## src/rtl/stack_alu_ctrl_pkg.sv

```systemverilog
// Shared types for the stack ALU controller: opcodes, FSM states, error codes
// and the default data-stack depth.
package stack_pkg;

    localparam int DEPTH_DEFAULT = 8;

    typedef enum logic [2:0] {
        OP_NOP  = 3'd0,
        OP_PUSH = 3'd1,
        OP_POP  = 3'd2,
        OP_DUP  = 3'd3,
        OP_BIN  = 3'd4,
        OP_UNA  = 3'd5,
        OP_SWAP = 3'd6,
        OP_CLR  = 3'd7
    } op_e;

    typedef enum logic [1:0] {
        IDLE = 2'd0,
        OPND = 2'd1,
        EXEC = 2'd2,
        WB   = 2'd3
    } state_e;

    typedef enum logic [1:0] {
        ERR_NONE       = 2'd0,
        ERR_UNDERFLOW  = 2'd1,
        ERR_OVERFLOW   = 2'd2,
        ERR_ILLEGAL_FN = 2'd3
    } err_e;

    localparam logic [2:0] UNA_FN_MAX = 3'd2;

    // Number of stack entries an opcode must find before it may run.
    function automatic logic [1:0] operand_need(op_e op);
        case (op)
            OP_BIN, OP_SWAP:        operand_need = 2'd2;
            OP_UNA, OP_POP, OP_DUP: operand_need = 2'd1;
            default:                operand_need = 2'd0;
        endcase
    endfunction

endpackage

```

## src/rtl/stack_alu_ctrl_if.sv

```systemverilog
// Command handshake and external-ALU signals between the controller (slave)
// and the host that issues commands and supplies the ALU (master).
interface stack_alu_ctrl_if;

    logic       cmd_valid;
    logic       cmd_ready;
    logic [2:0] cmd_op;
    logic [2:0] cmd_fn;
    logic [7:0] cmd_imm;
    logic       done;
    logic       err;
    logic [1:0] err_code;
    logic [7:0] alu_a;
    logic [7:0] alu_b;
    logic [2:0] alu_fn_sel;
    logic       alu_arg_cnt;
    logic [7:0] alu_q;

    modport master (
        output cmd_valid, cmd_op, cmd_fn, cmd_imm, alu_q,
        input  cmd_ready, done, err, err_code,
               alu_a, alu_b, alu_fn_sel, alu_arg_cnt
    );

    modport slave (
        input  cmd_valid, cmd_op, cmd_fn, cmd_imm, alu_q,
        output cmd_ready, done, err, err_code,
               alu_a, alu_b, alu_fn_sel, alu_arg_cnt
    );

endinterface

```

## src/rtl/stack_regfile.sv

```systemverilog
// Data-stack storage: reads the two topmost entries combinationally, with one
// write port and a swap strobe that exchanges the top two entries in one edge.
module stack_regfile #(
    parameter int DEPTH = 8
) (
    input  logic                       clk,
    input  logic [$clog2(DEPTH)-1:0]   sp_lo,
    input  logic                       wr_en,
    input  logic [$clog2(DEPTH)-1:0]   wr_addr,
    input  logic [7:0]                 wr_data,
    input  logic                       swap_en,
    output logic [7:0]                 rd_top,
    output logic [7:0]                 rd_next
);

    localparam int AW = $clog2(DEPTH);

    logic [7:0]    mem [DEPTH];
    logic [AW-1:0] idx_top;
    logic [AW-1:0] idx_next;

    // Pointer arithmetic wraps modulo DEPTH, so a full stack (low bits 0) still
    // addresses its topmost entries correctly.
    assign idx_top  = sp_lo - AW'(1);
    assign idx_next = sp_lo - AW'(2);

    assign rd_top  = mem[idx_top];
    assign rd_next = mem[idx_next];

    always_ff @(posedge clk) begin
        if (swap_en) begin
            mem[idx_top]  <= mem[idx_next];
            mem[idx_next] <= mem[idx_top];
        end else if (wr_en) begin
            mem[wr_addr] <= wr_data;
        end
    end

endmodule

```

## src/rtl/stack_alu_ctrl.sv

```systemverilog
// Stack-machine controller: accepts commands, checks them, sequences operands
// through an external combinational ALU and owns the stack pointer.
module stack_alu_ctrl
    import stack_pkg::*;
#(
    parameter int DEPTH = DEPTH_DEFAULT
) (
    input  logic                     clk,
    input  logic                     rst_n,
    stack_alu_ctrl_if.slave          bus,
    output logic [7:0]               top,
    output logic [$clog2(DEPTH):0]   depth
);

    localparam int AW = $clog2(DEPTH);
    localparam int SW = AW + 1;
    localparam logic [SW-1:0] SP_FULL = SW'(DEPTH);

    state_e        state;
    op_e           op_q;
    err_e          err_q;
    logic [7:0]    imm_q;
    logic [7:0]    q_q;
    logic [SW-1:0] sp;
    logic [AW-1:0] sp_lo;

    logic          done_r;
    logic          err_r;
    err_e          err_code_r;
    logic [7:0]    alu_a_r;
    logic [7:0]    alu_b_r;
    logic [2:0]    alu_fn_r;
    logic          alu_cnt_r;

    op_e           cmd_op_e;
    err_e          chk_code;
    logic          cmd_is_alu;
    logic          cmd_is_bin;

    logic [7:0]    rd_top;
    logic [7:0]    rd_next;
    logic          wr_en;
    logic          swap_en;
    logic [AW-1:0] wr_addr;
    logic [7:0]    wr_data;

    assign sp_lo      = sp[AW-1:0];
    assign cmd_op_e   = op_e'(bus.cmd_op);
    assign cmd_is_bin = (cmd_op_e == OP_BIN);
    assign cmd_is_alu = cmd_is_bin || (cmd_op_e == OP_UNA);

    stack_regfile #(
        .DEPTH (DEPTH)
    ) u_regfile (
        .clk     (clk),
        .sp_lo   (sp_lo),
        .wr_en   (wr_en),
        .wr_addr (wr_addr),
        .wr_data (wr_data),
        .swap_en (swap_en),
        .rd_top  (rd_top),
        .rd_next (rd_next)
    );

    // Accept-time checks, highest priority first: illegal fn, underflow, overflow.
    always_comb begin
        chk_code = ERR_NONE;
        if (cmd_op_e == OP_UNA && bus.cmd_fn > UNA_FN_MAX) begin
            chk_code = ERR_ILLEGAL_FN;
        end else if (sp < SW'(operand_need(cmd_op_e))) begin
            chk_code = ERR_UNDERFLOW;
        end else if ((cmd_op_e == OP_PUSH || cmd_op_e == OP_DUP) && sp == SP_FULL) begin
            chk_code = ERR_OVERFLOW;
        end
    end

    always_comb begin
        wr_en   = 1'b0;
        swap_en = 1'b0;
        wr_addr = sp_lo;
        wr_data = imm_q;
        if (state == WB && err_q == ERR_NONE) begin
            case (op_q)
                OP_BIN: begin
                    wr_en   = 1'b1;
                    wr_addr = sp_lo - AW'(2);
                    wr_data = q_q;
                end
                OP_UNA: begin
                    wr_en   = 1'b1;
                    wr_addr = sp_lo - AW'(1);
                    wr_data = q_q;
                end
                OP_PUSH: wr_en = 1'b1;
                OP_DUP: begin
                    wr_en   = 1'b1;
                    wr_data = rd_top;
                end
                OP_SWAP: swap_en = 1'b1;
                default: ;
            endcase
        end
    end

    // Rejected commands skip straight to WB so they complete in one cycle and
    // leave both sp and the storage untouched.
    always_ff @(posedge clk or negedge rst_n) begin
        if (!rst_n) begin
            state      <= IDLE;
            sp         <= '0;
            op_q       <= OP_NOP;
            err_q      <= ERR_NONE;
            imm_q      <= '0;
            q_q        <= '0;
            done_r     <= 1'b0;
            err_r      <= 1'b0;
            err_code_r <= ERR_NONE;
            alu_a_r    <= '0;
            alu_b_r    <= '0;
            alu_fn_r   <= '0;
            alu_cnt_r  <= 1'b0;
        end else begin
            done_r <= 1'b0;
            err_r  <= 1'b0;
            case (state)
                IDLE: begin
                    if (bus.cmd_valid) begin
                        op_q  <= cmd_op_e;
                        imm_q <= bus.cmd_imm;
                        err_q <= chk_code;
                        if (chk_code == ERR_NONE && cmd_is_alu) begin
                            alu_a_r   <= cmd_is_bin ? rd_next : rd_top;
                            alu_b_r   <= cmd_is_bin ? rd_top : 8'h00;
                            alu_fn_r  <= bus.cmd_fn;
                            alu_cnt_r <= cmd_is_bin;
                            state     <= OPND;
                        end else begin
                            state <= WB;
                        end
                    end
                end
                OPND: state <= EXEC;
                EXEC: begin
                    q_q   <= bus.alu_q;
                    state <= WB;
                end
                WB: begin
                    done_r     <= 1'b1;
                    err_r      <= (err_q != ERR_NONE);
                    err_code_r <= err_q;
                    if (err_q == ERR_NONE) begin
                        case (op_q)
                            OP_BIN, OP_POP:  sp <= sp - SW'(1);
                            OP_PUSH, OP_DUP: sp <= sp + SW'(1);
                            OP_CLR:          sp <= '0;
                            default: ;
                        endcase
                    end
                    state <= IDLE;
                end
                default: state <= IDLE;
            endcase
        end
    end

    assign bus.cmd_ready   = (state == IDLE);
    assign bus.done        = done_r;
    assign bus.err         = err_r;
    assign bus.err_code    = err_code_r;
    assign bus.alu_a       = alu_a_r;
    assign bus.alu_b       = alu_b_r;
    assign bus.alu_fn_sel  = alu_fn_r;
    assign bus.alu_arg_cnt = alu_cnt_r;

    assign top   = (sp == '0) ? 8'h00 : rd_top;
    assign depth = sp;

endmodule

```

## src/flat_wrapper.sv

```systemverilog
// flat-port wrapper written by rule: the top's interface ports become plain ports
module stack_alu_ctrl_flat import stack_pkg::*;
#(
    parameter int DEPTH = DEPTH_DEFAULT
)
  (clk, rst_n, top, depth, bus_cmd_valid, bus_cmd_op, bus_cmd_fn, bus_cmd_imm, bus_alu_q, bus_cmd_ready, bus_done, bus_err, bus_err_code, bus_alu_a, bus_alu_b, bus_alu_fn_sel, bus_alu_arg_cnt);
  stack_alu_ctrl_if bus_i ();
  input  logic clk;
  input  logic rst_n;
  output logic [7:0] top;
  output logic [$clog2(DEPTH):0] depth;
  input wire logic [$bits(bus_i.cmd_valid)-1:0] bus_cmd_valid;
  input wire logic [$bits(bus_i.cmd_op)-1:0] bus_cmd_op;
  input wire logic [$bits(bus_i.cmd_fn)-1:0] bus_cmd_fn;
  input wire logic [$bits(bus_i.cmd_imm)-1:0] bus_cmd_imm;
  input wire logic [$bits(bus_i.alu_q)-1:0] bus_alu_q;
  output wire logic [$bits(bus_i.cmd_ready)-1:0] bus_cmd_ready;
  output wire logic [$bits(bus_i.done)-1:0] bus_done;
  output wire logic [$bits(bus_i.err)-1:0] bus_err;
  output wire logic [$bits(bus_i.err_code)-1:0] bus_err_code;
  output wire logic [$bits(bus_i.alu_a)-1:0] bus_alu_a;
  output wire logic [$bits(bus_i.alu_b)-1:0] bus_alu_b;
  output wire logic [$bits(bus_i.alu_fn_sel)-1:0] bus_alu_fn_sel;
  output wire logic [$bits(bus_i.alu_arg_cnt)-1:0] bus_alu_arg_cnt;
  assign bus_i.cmd_valid = bus_cmd_valid;
  assign bus_i.cmd_op = bus_cmd_op;
  assign bus_i.cmd_fn = bus_cmd_fn;
  assign bus_i.cmd_imm = bus_cmd_imm;
  assign bus_i.alu_q = bus_alu_q;
  assign bus_cmd_ready = bus_i.cmd_ready;
  assign bus_done = bus_i.done;
  assign bus_err = bus_i.err;
  assign bus_err_code = bus_i.err_code;
  assign bus_alu_a = bus_i.alu_a;
  assign bus_alu_b = bus_i.alu_b;
  assign bus_alu_fn_sel = bus_i.alu_fn_sel;
  assign bus_alu_arg_cnt = bus_i.alu_arg_cnt;
  stack_alu_ctrl #(.DEPTH(DEPTH)) u_core (.clk(clk), .rst_n(rst_n), .bus(bus_i), .top(top), .depth(depth));
endmodule
```

## config.mk

```make
export PLATFORM = sky130hd
export DESIGN_NAME = stack_alu_ctrl_flat
export DESIGN_NICKNAME = d
export VERILOG_FILES = /design/src/rtl/stack_alu_ctrl_pkg.sv /design/src/rtl/stack_alu_ctrl_if.sv /design/src/rtl/stack_regfile.sv /design/src/rtl/stack_alu_ctrl.sv /design/src/flat_wrapper.sv
export SDC_FILE = /design/constraint.sdc
export NUM_CORES = 1
export LEC_CHECK = 0
export CORE_MARGIN = 2
export CORE_UTILIZATION = 35
export DETAILED_ROUTE_END_ITERATION = 10
export SLEW_MARGIN = 20
export SYNTH_ARGS = -nofsm -noshare
export SYNTH_HDL_FRONTEND = slang
export SYNTH_SLANG_ARGS = --single-unit
```

## constraint.sdc

```tcl
create_clock -name clk -period 6.5 [get_ports clk]
set_clock_uncertainty 0.05 [all_clocks]
set_input_delay 1.3 -clock clk [delete_from_list [all_inputs] [get_ports clk]]
set_output_delay 1.3 -clock clk [all_outputs]
set_load 0.02 [all_outputs]
```

==> results.json, run 1 <==
{
  "drv_cap": 0,
  "clock_latency_ps": 420,
  "final.setup.tns_ps": 0,
  "cp_slowest_cell": "dfrtp_1",
  "end_kind": "output port",
  "slew_headroom": 0.2346,
  "syn-cell-area_sq_um": 6499,
  "num-fill-cells": 1649,
  "synth_top_area_frac": 0.2957,
  "grt_pass1_wl_um": 31170,
  "cts_sinks": 115,
  "hold_violations": 0,
  "hold_depth": 1,
  "synth_top_cells_by_area": "edfxtp_1, dfrtp_1, o22ai_1, mux2i_1, mux2_2",
  "fin_util": 0.4348,
  "reg2reg_to": "u_core.u_regfile.mem[3][3]$_DFFE_PP_",
  "drt_iter0_drc": 524,
  "post-route-period-util": 0.8007,
  "synth_top_area_cell": "edfxtp_1",
  "critical_path_class": "flop to output port",
  "grt_pass1_vias": 5187,
  "reg2reg_depth": 7,
  "setup_viol": 0,
  "start_util": 0.3593,
  "cp_num_cells": 6,
  "gp_congestion": 0.9189,
  "die-area_sq_um": 19670,
  "fmax_ghz": 0.1921,
  "grt_antenna_before_repair": 1,
  "place.port_buffers": 61,
  "wl_um": 20520,
  "wire_per_inst_um": 24.52,
  "clk_pin_slew_ps": 60,
  "seqCellArea_sq_um": 3199,
  "multi_input_area_sq_um": 3058,
  "worstPathMaxFanout": 17,
  "grt_util_met1": 0.2755,
  "cts_buffer_depth": 2,
  "top_usage_layer": "met2",
  "r2r_start": "u_core.depth[1]$_DFFE_PN0P_",
  "crit_chain": "inv_1, ha_1, mux4_2, mux2i_1, nor2_1, clkdlybuf4s50_1",
  "holdCritPathClass": "flop to flop",
  "dpl.hpwl_um": 13380,
  "drc": 0,
  "fp.dieW_um": 140.3,
  "postCtsHoldBufs": 0,
  "ys_types": 62,
  "cts_setup_buffers": 0,
  "min_to": "u_core.bus.alu_b[5]$_DFFE_PN0P_",
  "synth_seq_area_share": 0.4921,
  "met2_usage": 0.3338,
  "power_density_nw_per_um2": 667.1,
  "die_h_um": 140.3,
  "nets": 632,
  "rows": 49,
  "max_slew.worst_pin.slew_ps": 1146,
  "drive_gt1_frac": 0.1760,
  "n_antenna_cell": 0,
  "htreeDepth": 4,
  "crit_arrival_ps": 3850,
  "syn-num-nets": 582,
  "pin_count": 62,
  "vias_per_cell": 6.238,
  "synth_edf_count": 64,
  "ys_async_sr_fraction": 0.4435,
  "clockRootBuffer": "clkbuf_16",
  "outcome": "finished clean",
  "area_delta_synth_final_pct": 21.00,
  "crit_family": "multiplexers",
  "peakVddDrop_mv": 0.3832,
  "rsz0062_at_grt": "no",
  "overflow": 0,
  "use_met3": 0.05983,
  "synth-main-ff-cell": "edfxtp_1",
  "power_leakage_nw": 2.943,
  "ys_ff_latch": 115,
  "post_cts_resized": 0,
  "syn-mean-instance-area_sq_um": 11.92,
  "drtAntennaViolNets": 0,
  "vias": 5221,
  "min_period_ps": 5205,
  "grt_usage": 0.2124,
  "grt_max_degree": 52,
  "worstPathRequired_ps": 5150,
  "core_area_sq_um": 18090,
  "critPathMaxStageDelay_ps": 730,
  "yosys_warnings": 0,
  "firstDrtPassIters": 5,
  "drv_slew": 0,
  "worstSetupStartpointType": "flop",
  "cts_buffers": 17,
  "hp-start": "u_core.bus.alu_b[5]$_DFFE_PN0P_",
  "path_buf_inv": 2,
  "netlist_instances": 545,
  "cts_tree": "built",
  "rrSetupSlack_ps": 2760
}
[placed cells by master, fill, tap and decap left out, types with 21 or more instances in the layout]
cell type        synthesis  layout
edfxtp_1                64      64
nand2_1                 25      25
dfrtp_1                 51      50
mux2i_1                 39      39
nor2b_1                 21      21
clkdlybuf4s50_1          0      60
mux2_2                  33      33
nor2_1                  29      29
o22ai_1                 72      72
[kinds of logic after synthesis]
logic type,share of synthesized area
mux,0.1727
flops,0.4921
simple gates,0.09376
compound gates,0.1739
buf+inv,0.03812
xor+xnor,0.005199
fa+ha+maj,0.02426
[synthesized netlist by cell type (3+ instances only)]
master     number
and2_1         10
buf_2          27
o21ai_1         8
clkbuf_1       13
o22ai_1        72
mux2_2         33
mux4_2         16
inv_1          10
a211oi_1        3
a41o_1          4
nor3_1          3
nor2_1         29
nand3b_1        6
mux2i_1        39
a22oi_1         8
ha_1           11
a21oi_1         7
nor3b_1         3
dfrtp_1        51
a22o_1          9
o2bb2ai_1       8
nand2b_1        4
o21ai_0        17
nand2_1        25
nor2b_1        21
edfxtp_1       64
[per-stage QoR]
stage                     power [mW]  area (sq um)  setup slack [ps]  hold slack (ps)  cells
final                          5.246          7864              1295            443.1    837
after global routing           5.548          7864              1009            460.5    837
after CTS                      5.209          7864              1307            446.3    837
after detailed placement       4.268          7284              1764            422.9    805
after global placement         4.187          7284              1831            426.1    805
after floorplan                3.378          6499              2220            421.2    545
[power by group]
part / internal [mW] / switching (mW) / total [mW]
clock: 0.574 / 0.349 / 0.923
combinational: 1.33 / 1.67 / 3.01
sequential: 1.14 / 0.174 / 1.31
[layout make-up]
type	count	area share
Multi-Input combinational cell	377	0.3889
Timing Repair Buffer	74	0.08942
Inverter	10	0.004773
Clock buffer	20	0.05680
Sequential cell	115	0.4068
Tap cell	229	0.03644
Clock inverter	12	0.01687
[how the worst max path moves through the flow]
stage                                 from  slack (ps)     end
6_report       u_core.depth[1]$_DFFE_PN0P_        1300  top[2]
5_1_grt        u_core.depth[1]$_DFFE_PN0P_        1010  top[2]
4_1_cts        u_core.depth[1]$_DFFE_PN0P_        1310  top[2]
3_5_place_dp   u_core.depth[1]$_DFFE_PN0P_        1760  top[5]
3_3_place_gp   u_core.depth[1]$_DFFE_PN0P_        1830  top[2]
2_1_floorplan  u_core.depth[0]$_DFFE_PN0P_        2220  top[6]
[flip-flops by register name, indices dropped and copies added, names as in the netlist]
register                cells
u_core.bus.err              1
u_core.op_q                 3
u_core.bus.done             1
u_core.bus.alu_arg_cnt      1
u_core.state                2
u_core.u_regfile.mem       64
u_core.bus.err_code         2
u_core.err_q                2
u_core.depth                4
u_core.bus.alu_fn_sel       3
u_core.imm_q                8
u_core.q_q                  8
u_core.bus.alu_a            8
u_core.bus.alu_b            8
[worst register-to-register path, cell delays in order (launching register included)]
cell and delay [ps]:
dfrtp_1 730, inv_1 180, ha_1 430, nor2b_1 870
a22oi_1 260, and3b_1 260, o21ai_1 470, o22ai_1 180
[per-layer routing]
metal  share of wire  wire [um]  up-vias
li1                -          -     2243
met1            0.41       8371     2607
met2            0.46       9533      305
met3           0.093       1903       64
met4           0.034        700        2
met5         0.00063         13        -
(Power assumes the default switching activity.)
==> inputs of run 2 (changes only) <==
==> constraint.sdc (replaced) <==
create_clock -name clk -period 4.97 [get_ports clk]
set_clock_uncertainty 0.05 [all_clocks]
set_input_delay 0.994 -clock clk [delete_from_list [all_inputs] [get_ports clk]]
set_output_delay 0.994 -clock clk [all_outputs]
set_load 0.02 [all_outputs]
==> run 2 against run 1 <==
Against the previous run:
- clock power is 47% higher
- critical path depth grew 2
- die area did not move
- sequential cell count unchanged
- design area rose by 1.3%
- non-clock buffer count up 4
- sequential share of layout area fell by 0.52 points
- count of clock-buffer cells in the layout down 1
- wire length fell by 1.6%
- utilization is 0.56 points higher
- hold slack improved by 0.87 ps
- critical path type unchanged
- critical endpoint is now top[5]
- largest cell class unchanged
- highest routed layer is now met4
==> results.json, run 2 (synthesis gave the netlist of run 1 again) <==
{
  "grt_pass1_vias": 5125,
  "power_frac_comb": 0.569,
  "r2r_start": "u_core.depth[2]$_DFFE_PN0P_",
  "worstSetupStartpointType": "flop",
  "setup_viol": 0,
  "clockRootBuffer": "clkbuf_16",
  "crit_arrival_ps": 3440,
  "hold_depth": 1,
  "fp.dieW_um": 140.3,
  "cp_slowest_cell": "clkdlybuf4s50_1",
  "grt_usage": 0.2086,
  "pwr-share-seq": 0.240,
  "largest_register_ffs": 64,
  "firstDrtPassIters": 5,
  "p_switching_mw": 2.946,
  "cts_tree": "built",
  "cp_common_cell": "buf_4",
  "switching_share": 0.4146,
  "path_buf_inv": 4,
  "die-area_sq_um": 19670,
  "max_slew.worst_pin.slew_ps": 968.7,
  "peakVddDrop_mv": 0.5000,
  "reg2reg_depth": 7,
  "drive_gt1_frac": 0.1814,
  "htreeDepth": 4,
  "fin_area_sq_um": 7965,
  "min_to": "u_core.bus.alu_b[1]$_DFFE_PN0P_",
  "hp-start": "u_core.bus.alu_b[1]$_DFFE_PN0P_",
  "power_density_nw_per_um2": 892.0,
  "clock_latency_ps": 420,
  "cts_buffers": 17,
  "fmax_ghz": 0.2230,
  "area_delta_synth_final_pct": 22.56,
  "dpl.hpwl_um": 14060,
  "met3_length_um": 2015,
  "wl_met1_um": 8663,
  "die_h_um": 140.3,
  "rrSetupSlack_ps": 1240,
  "routed-wl-met2_um": 8916,
  "postCtsHoldBufs": 0,
  "vias_per_cell": 6.156,
  "total_power_mw": 7.105,
  "final.setup.tns_ps": 0,
  "cts_sinks": 115,
  "place.port_buffers": 61,
  "drt_iter0_drc": 590,
  "holdCritPathClass": "flop to flop",
  "core_area_sq_um": 18090,
  "final_common_cell": "o22ai_1",
  "grt_max_degree": 52,
  "rsz0062_at_grt": "no",
  "start_util": 0.3593,
  "post-route-period-util": 0.9023,
  "cts_buffer_depth": 2,
  "crit_chain": "buf_4, inv_1, ha_1, buf_4, mux4_2, mux2i_1, nor2_1, clkdlybuf4s50_1",
  "top_register": "u_core.u_regfile.mem",
  "hold_violations": 0,
  "overflow": 0,
  "drv_cap": 0,
  "power_leakage_nw": 2.992,
  "p_int_mw": 4.159,
  "reg2reg_to": "u_core.u_regfile.mem[1][3]$_DFFE_PP_",
  "final_cell_mix": "o22ai_1, edfxtp_1, clkdlybuf4s50_1",
  "wl_um": 20190,
  "crit_family": "buffers and inverters",
  "drc": 0,
  "rows": 49,
  "vias": 5177,
  "whs_ps": 444.0,
  "worstPathRequired_ps": 3930,
  "power.share.clock": 0.191,
  "critPathMaxStageDelay_ps": 570,
  "slew_headroom": 0.3518,
  "end_kind": "output port",
  "post_cts_resized": 0,
  "worstPathMaxFanout": 17,
  "top_layer": "met4",
  "grt_antenna_before_repair": 0,
  "outcome": "finished clean",
  "gp_congestion": 0.9856,
  "dpl_cell_area_sq_um": 7315,
  "grt_pass1_wl_um": 30650,
  "pin_count": 62,
  "drv_slew": 0,
  "critical_path_class": "flop to output port",
  "wire_per_inst_um": 24.01,
  "nets": 636,
  "cts_setup_buffers": 0,
  "drtAntennaViolNets": 0,
  "clk_pin_slew_ps": 60,
  "n_antenna_cell": 0,
  "min_period_ps": 4485
}
==> run 2: cell count changes in the layout (fill, tap and decap cells not counted) <==
cell	previous run	this run
clkinv_1	0	1
clkinv_2	3	1
clkbuf_1	2	1
bufinv_16	2	5
inv_6	1	0
buf_4	13	17
==> run 2: worst max-delay path by stage <==
stage	start	end	slack, ps	cells after the start
final	u_core.depth[1]$_DFFE_PN0P_	top[5]	490	8
after global routing	u_core.depth[1]$_DFFE_PN0P_	top[5]	340	8
after CTS	u_core.depth[1]$_DFFE_PN0P_	top[1]	510	8
after detailed placement	u_core.depth[1]$_DFFE_PN0P_	top[1]	960	8
after global placement	u_core.depth[1]$_DFFE_PN0P_	top[3]	1010	8
after floorplan	u_core.depth[0]$_DFFE_PN0P_	top[6]	1000	10
==> run 2: cell type report <==
cell class	instances	area [sq um]
inverter	10	37.54
clock buffer	19	442.9
clock inverter	13	207.7
tap	229	286.5
timing repair buffer	78	733.2
sequential	115	3199
fill	1643	10120
multi-input combinational	377	3058
==> run 2: stage by stage <==
step	setup slack [ps]	std cells	utilization
finish	485.5	841	0.4404
CTS	513.5	841	0.4404
floorplan	995.9	545	-
global placement	1006	809	0.4044
global route	336.8	841	0.4404
detailed placement	956.5	809	0.4044
==> run 2: power groups by stage <==
| stage | Clock, mW | Sequential, mW | Combinational, mW |
|---|---|---|---|
| floorplan | 0 | 1.74 | 2.68 |
| global placement | 0 | 1.71 | 3.86 |
| detailed placement | 0 | 1.72 | 3.95 |
| CTS | 1.37 | 1.70 | 3.97 |
| global route | 1.42 | 1.74 | 4.33 |
| finish | 1.36 | 1.71 | 4.04 |
==> run 2: metal layers <==
| metal | up-vias | track usage |
|---|---|---|
| li1 | 2255 | - |
| met1 | 2574 | 0.2955 |
| met2 | 306 | 0.3088 |
| met3 | 42 | 0.04615 |
| met4 | 0 | 0.08985 |
| met5 | - | 0 |
